===== src/rtl/q_pkg.sv =====
// Shared types and saturation helper for the multi-lane fixed-point add/sub/accumulate pipeline.
// FIXED_WIDTH sets the Q-format word width used by every lane.
`ifndef FIXED_WIDTH
`define FIXED_WIDTH 16
`endif

package q_pkg;

   typedef enum logic [1:0] {
      OP_ADD  = 2'd0,
      OP_SUB  = 2'd1,
      OP_ACC  = 2'd2,
      OP_LOAD = 2'd3
   } q_op_t;

   localparam int Q_WIDTH = `FIXED_WIDTH;
   localparam logic [Q_WIDTH-1:0] FIXED_MAX = {1'b0, {(Q_WIDTH-1){1'b1}}};
   localparam logic [Q_WIDTH-1:0] FIXED_MIN = {1'b1, {(Q_WIDTH-1){1'b0}}};

   // Clamp a one-bit-extended result back to Q_WIDTH; returns {sat, value}.
   function automatic logic [Q_WIDTH:0] q_sat(input logic signed [Q_WIDTH:0] v);
      logic [Q_WIDTH:0] r;
      if (v[Q_WIDTH] != v[Q_WIDTH-1])
         r = {1'b1, (v[Q_WIDTH] ? FIXED_MIN : FIXED_MAX)};
      else
         r = {1'b0, v[Q_WIDTH-1:0]};
      return r;
   endfunction

endpackage


===== src/rtl/q_addsub_lane.sv =====
// One lane's stage-1 arithmetic: sign-extended add/sub/accumulate with saturation,
// plus the lane accumulator, which only changes on an accepted input beat.
module q_addsub_lane
   import q_pkg::*;
(
   input  logic               clk,
   input  logic               rst,
   input  logic               acc_we,
   input  q_op_t              op,
   input  logic [Q_WIDTH-1:0] a,
   input  logic [Q_WIDTH-1:0] b,
   output logic [Q_WIDTH-1:0] result,
   output logic               sat
);

   logic [Q_WIDTH-1:0] acc_reg;
   logic [Q_WIDTH:0]   sum;
   logic [Q_WIDTH:0]   clamped;
   logic [Q_WIDTH:0]   a_ext;
   logic [Q_WIDTH:0]   b_ext;
   logic [Q_WIDTH:0]   acc_ext;

   assign a_ext   = {a[Q_WIDTH-1], a};
   assign b_ext   = {b[Q_WIDTH-1], b};
   assign acc_ext = {acc_reg[Q_WIDTH-1], acc_reg};

   // The extra bit keeps 0 - FIXED_MIN representable so it clamps instead of wrapping.
   always_comb begin
      sum = '0;
      unique case (op)
         OP_ADD:  sum = a_ext + b_ext;
         OP_SUB:  sum = a_ext - b_ext;
         OP_ACC:  sum = acc_ext + a_ext;
         OP_LOAD: sum = a_ext;
         default: sum = '0;
      endcase
   end

   assign clamped = q_sat(sum);
   assign result  = clamped[Q_WIDTH-1:0];
   assign sat     = clamped[Q_WIDTH];

   always_ff @(posedge clk) begin
      if (rst)
         acc_reg <= '0;
      else if (acc_we && (op == OP_ACC || op == OP_LOAD))
         acc_reg <= result;
   end

endmodule


===== src/rtl/q_addsub_pipe.sv =====
// Two-stage, multi-lane saturating add/sub/accumulate unit with valid/ready on both sides.
// Stage 1 holds the saturated lane results; stage 2 is the output register.
`ifndef FIXED_WIDTH
`define FIXED_WIDTH 16
`endif

module q_addsub_pipe
   import q_pkg::*;
#(
   // Lanes are built at Q_WIDTH, so WIDTH must track FIXED_WIDTH.
   parameter int WIDTH = `FIXED_WIDTH,
   parameter int LANES = 4
) (
   input  logic                   clk,
   input  logic                   rst,
   input  logic                   in_valid,
   output logic                   in_ready,
   input  logic [1:0]             in_op,
   input  logic [LANES*WIDTH-1:0] in_a,
   input  logic [LANES*WIDTH-1:0] in_b,
   output logic                   out_valid,
   input  logic                   out_ready,
   output logic [LANES*WIDTH-1:0] out_result,
   output logic [LANES-1:0]       out_sat,
   output logic [LANES-1:0]       ovf_sticky,
   input  logic                   ovf_clr
);

   logic                   en;
   logic                   in_xfer;
   logic                   out_xfer;
   logic [LANES*WIDTH-1:0] lane_result;
   logic [LANES-1:0]       lane_sat;

   logic                   s1_valid_reg;
   logic [LANES*WIDTH-1:0] s1_result_reg;
   logic [LANES-1:0]       s1_sat_reg;
   logic                   s2_valid_reg;
   logic [LANES*WIDTH-1:0] s2_result_reg;
   logic [LANES-1:0]       s2_sat_reg;
   logic [LANES-1:0]       sticky_reg;

   // Whole pipe advances together; only a full, unaccepted output stalls it.
   assign en       = !s2_valid_reg || out_ready;
   assign in_ready = en;
   assign in_xfer  = in_valid && en;
   assign out_xfer = s2_valid_reg && out_ready;

   genvar gi;
   generate
      for (gi = 0; gi < LANES; gi++) begin : g_lane
         q_addsub_lane u_lane (
            .clk    (clk),
            .rst    (rst),
            .acc_we (in_xfer),
            .op     (q_op_t'(in_op)),
            .a      (in_a[gi*WIDTH +: WIDTH]),
            .b      (in_b[gi*WIDTH +: WIDTH]),
            .result (lane_result[gi*WIDTH +: WIDTH]),
            .sat    (lane_sat[gi])
         );
      end
   endgenerate

   always_ff @(posedge clk) begin
      if (rst) begin
         s1_valid_reg  <= 1'b0;
         s1_result_reg <= '0;
         s1_sat_reg    <= '0;
         s2_valid_reg  <= 1'b0;
         s2_result_reg <= '0;
         s2_sat_reg    <= '0;
      end else if (en) begin
         s1_valid_reg  <= in_valid;
         s1_result_reg <= lane_result;
         s1_sat_reg    <= lane_sat;
         s2_valid_reg  <= s1_valid_reg;
         s2_result_reg <= s1_result_reg;
         s2_sat_reg    <= s1_sat_reg;
      end
   end

   // A saturating beat leaving the unit beats a simultaneous clear.
   always_ff @(posedge clk) begin
      if (rst)
         sticky_reg <= '0;
      else
         sticky_reg <= (ovf_clr ? '0 : sticky_reg) | (out_xfer ? s2_sat_reg : '0);
   end

   assign out_valid  = s2_valid_reg;
   assign out_result = s2_result_reg;
   assign out_sat    = s2_sat_reg;
   assign ovf_sticky = sticky_reg;

endmodule


===== config.mk =====
export PLATFORM = sky130hd
export DESIGN_NAME = q_addsub_pipe
export DESIGN_NICKNAME = d
export VERILOG_FILES = /design/src/rtl/q_pkg.sv /design/src/rtl/q_addsub_lane.sv /design/src/rtl/q_addsub_pipe.sv
export SDC_FILE = /design/constraint.sdc
export NUM_CORES = 1
export LEC_CHECK = 0
export CORE_ASPECT_RATIO = 0.8
export CORE_MARGIN = 2
export CORE_UTILIZATION = 55
export CTS_CLUSTER_SIZE = 30
export DETAILED_ROUTE_END_ITERATION = 10
export HOLD_SLACK_MARGIN = 0.08
export PLACE_DENSITY_LB_ADDON = 0.2
export SYNTH_ARGS = -nofsm -noshare
export SYNTH_HDL_FRONTEND = slang
export SYNTH_SLANG_ARGS = --single-unit

===== constraint.sdc =====
create_clock -name clk -period 11.3 [get_ports clk]
set_input_delay 2.26 -clock clk [delete_from_list [all_inputs] [get_ports clk]]
set_output_delay 2.26 -clock clk [all_outputs]
set_load 0.02 [all_outputs]

==> impl_metrics.yaml <==
outcome:
  status: "finished, final reports clean"
floorplanning:
  fp.dieW_um: 180
  start_util_pct: 56.2
  io_pins: 209
  coreArea_mm2: 0.0244
  dieHeight_um: 145
  dieArea_mm2: 0.0262
  num_rows: 51
detailed_routing:
  wire_per_inst_um: 19.8
  dr_total_vias: 14624
  drc: 0
  drt_first_pass_iters: 6
  antenna_left: 0
  routed_via_density: 6.30
  routed_wl_um: 46000
  drt_iter0_markers: 1681
cts:
  cts_buffer_depth: 3
  post_cts_resized: 0
  cts_made_buffers: 23
  postCtsSetupBuffers: 0
  cts.sinks: 206
  cts_root_buffer: "clkbuf_16"
  clock_latency_ns: 0.53
  cts_tree: "done"
  path_clk_slew_ns: 0.06
  cts_hold_buf: 0
  htree_levels: 1
synthesis:
  ys_seq_area_share_pct: 30.1
  ys_types: 89
  avgSynthCellArea_um2: 7.37
  syn_area_mm2: 0.0137
  synth_edf_count: 0
  synth_area_leaders: "dfxtp_1 30%, a21oi_1 9.2%, nand2_1 8.6%"
  syn_inst: 1857
  synth-seq-cells: 206
  synth_top_cell_by_area: "dfxtp_1"
  yosys_warnings: 0
  synth_top_area_share_pct: 30.1
  synthArstFlopShare_pct: 0
  syn_nets: 2067
  synth-main-ff-cell: "dfxtp_1"
sta:
  hold-worst-slack_ns: 0.448
  worst_slack_ns: 3.69
  fin_setup_tns_ns: 0
  fin_crit_sh_pct: 67.3
  maxSlewViolCount: 0
  rsz0062_at_grt: "false"
  skew_ns: 0.0132
  finalHoldViolCount: 0
  slew_headroom_pct: 28.6
  tightest_slew_ns: 1.07
  finalCriticalPeriod_ns: 7.61
  finalSetupViolations: 0
  fmax_mhz: 131
worst_setup_path:
  worst-path-max-fanout: 88
  path_class: "in -> reg"
  cp-end-kind: "flop"
  cp.arrival_ns: 7.99
  cp_data_required_time_ns: 11.68
  r2r_cells: 12
  r2r-start: "g_lane[2].u_lane.acc_reg[1]$_SDFFE_PP0P_"
  r2r_setup_slack_ns: 6.91
  critPathLaunchType: "input port"
  timing.rr.end: "g_lane[2].u_lane.acc_reg[12]$_SDFFE_PP0P_"
global_routing:
  antenna_found_initial: 3
  grt_pass1_vias: 12721
  grt_max_degree: 90
  grt_use_total_pct: 33.4
  grt-ovfl-total: 0
  grt_pass1_wl_um: 70900
cells_and_area:
  final_common_cell: "nand2_1"
  area_growth_pct: 21.4
  most-common-layout-cells: "312 x nand2_1, 253 x a21oi_1, 207 x clkdlybuf4s50_1, 206 x dfxtp_1, 155 x o21ai_0"
  drive_gt1_share_pct: 4.90
  fin_util_pct: 68.2
  fin_nets: 2192
place:
  routabilityCongestion: 0.995
  numPortBuffers: 208
  post-place-ws_ns: 3.37
  hpwl_um: 33700
min_path:
  min_to: "out_result[49]$_SDFFE_PP0N_"
  hp-class: "reg -> reg"
  min-delay-start: "out_result[49]$_SDFFE_PP0N_"
  holdPathStages: 2
power:
  power.density_mw_per_mm2: 155
  p_leak_nw: 6.41
  max-vdd-ir-drop_uv: 88.5
job:
  max_cap_viol_count: 0
-- cell families after synthesis --
kind of cell | count (synthesis) | share of synthesized area (%)
AO/OA/AOI/OAI | 685 | 31.4
XOR/XNOR | 59 | 4.04
adder cells (fa/ha/maj) | 80 | 7.45
buffers and inverters | 176 | 4.99
flip-flops | 206 | 30.1
multiplexers | 17 | 1.25
AND/OR/NAND/NOR | 634 | 20.7
-- synthesized netlist by cell type, types with 13 or more instances --
| library cell | instances |
|---|---|
| nand2_1 | 312 |
| a21oi_1 | 253 |
| dfxtp_1 | 206 |
| o21ai_0 | 155 |
| nor2_1 | 139 |
| clkbuf_1 | 106 |
| ha_1 | 71 |
| nor3_1 | 61 |
| inv_1 | 52 |
| o221ai_1 | 39 |
| a211oi_1 | 37 |
| a31oi_1 | 32 |
| xor2_1 | 29 |
| xnor2_1 | 27 |
| a21o_1 | 24 |
| nand2b_1 | 24 |
| mux2i_1 | 16 |
| o21a_1 | 16 |
| or3_1 | 15 |
| o22ai_1 | 14 |
| a32oi_1 | 13 |
| nand3_1 | 13 |
-- per-stage QoR --
stage | instances | cell area [um2] | power [mW]
2_1_floorplan | 1857 | 13700 | 1.47
3_3_place_gp | 2275 | 15800 | 1.77
3_5_place_dp | 2275 | 15800 | 1.78
4_1_cts | 2316 | 16600 | 2.55
5_1_grt | 2318 | 16600 | 2.69
6_report | 2320 | 16600 | 2.57
-- layer usage --
layer | track usage, % | wire length [um] | vias up
met5 | 0 | 0 | -
met4 | 6.57 | 835 | 0
met3 | 8.94 | 5820 | 75
met1 | 53.2 | 21700 | 6799
li1 | - | - | 6979
met2 | 44.2 | 17600 | 771
-- worst max-delay path, cell delays in order --
cell and delay [ns]:
clkdlybuf4s50_1 0.55, inv_1 0.10, ha_4 0.73, buf_4 0.75
nor2_1 0.11, mux2i_1 0.16, o221ai_1 0.14, ha_1 0.36
o211ai_1 0.20, a21oi_1 0.07, a211oi_1 0.52, o211ai_1 0.26
o22ai_1 0.36, xnor3_2 0.51, and2_4 0.24, nor3_4 0.39
a211oi_1 0.16
-- final cells by class --
| type | count | area [um2] |
|---|---|---|
| inverter | 54 | 205 |
| sequential | 206 | 4120 |
| antenna | 4 | 10.0 |
| clock buffer | 34 | 667 |
| timing repair buffer | 222 | 2180 |
| fill | 2078 | 7760 |
| clock inverter | 7 | 103 |
| multi-input combinational | 1475 | 8930 |
| tap | 318 | 398 |
-- how the worst max path moves through the flow --
| stage | startpoint | slack (ns) | end | cells past startpoint |
|---|---|---|---|---|
| 2_1_floorplan | in_op[0] | 4.78 | g_lane[1].u_lane.acc_reg[7]$_SDFFE_PP0P_ | 18 |
| 3_3_place_gp | in_op[1] | 3.50 | s1_result_reg[44]$_SDFFE_PP0N_ | 16 |
| 3_5_place_dp | in_op[1] | 3.37 | g_lane[3].u_lane.acc_reg[14]$_SDFFE_PP0P_ | 18 |
| 4_1_cts | in_op[0] | 3.86 | g_lane[1].u_lane.acc_reg[14]$_SDFFE_PP0P_ | 17 |
| 5_1_grt | in_op[1] | 3.31 | g_lane[3].u_lane.acc_reg[12]$_SDFFE_PP0P_ | 18 |
| 6_report | in_op[0] | 3.69 | g_lane[0].u_lane.acc_reg[5]$_SDFFE_PP0P_ | 17 |
-- power breakdown --
group          leakage (nW)  internal, mW  switching, mW  total, mW
Combinational          4.34         0.356          0.550      0.906
Sequential             1.70         0.830         0.0710      0.901
Clock                 0.376         0.456          0.311      0.767
Total                  6.41          1.64          0.933       2.57
No activity file was read; power rests on OpenSTA's default activity.
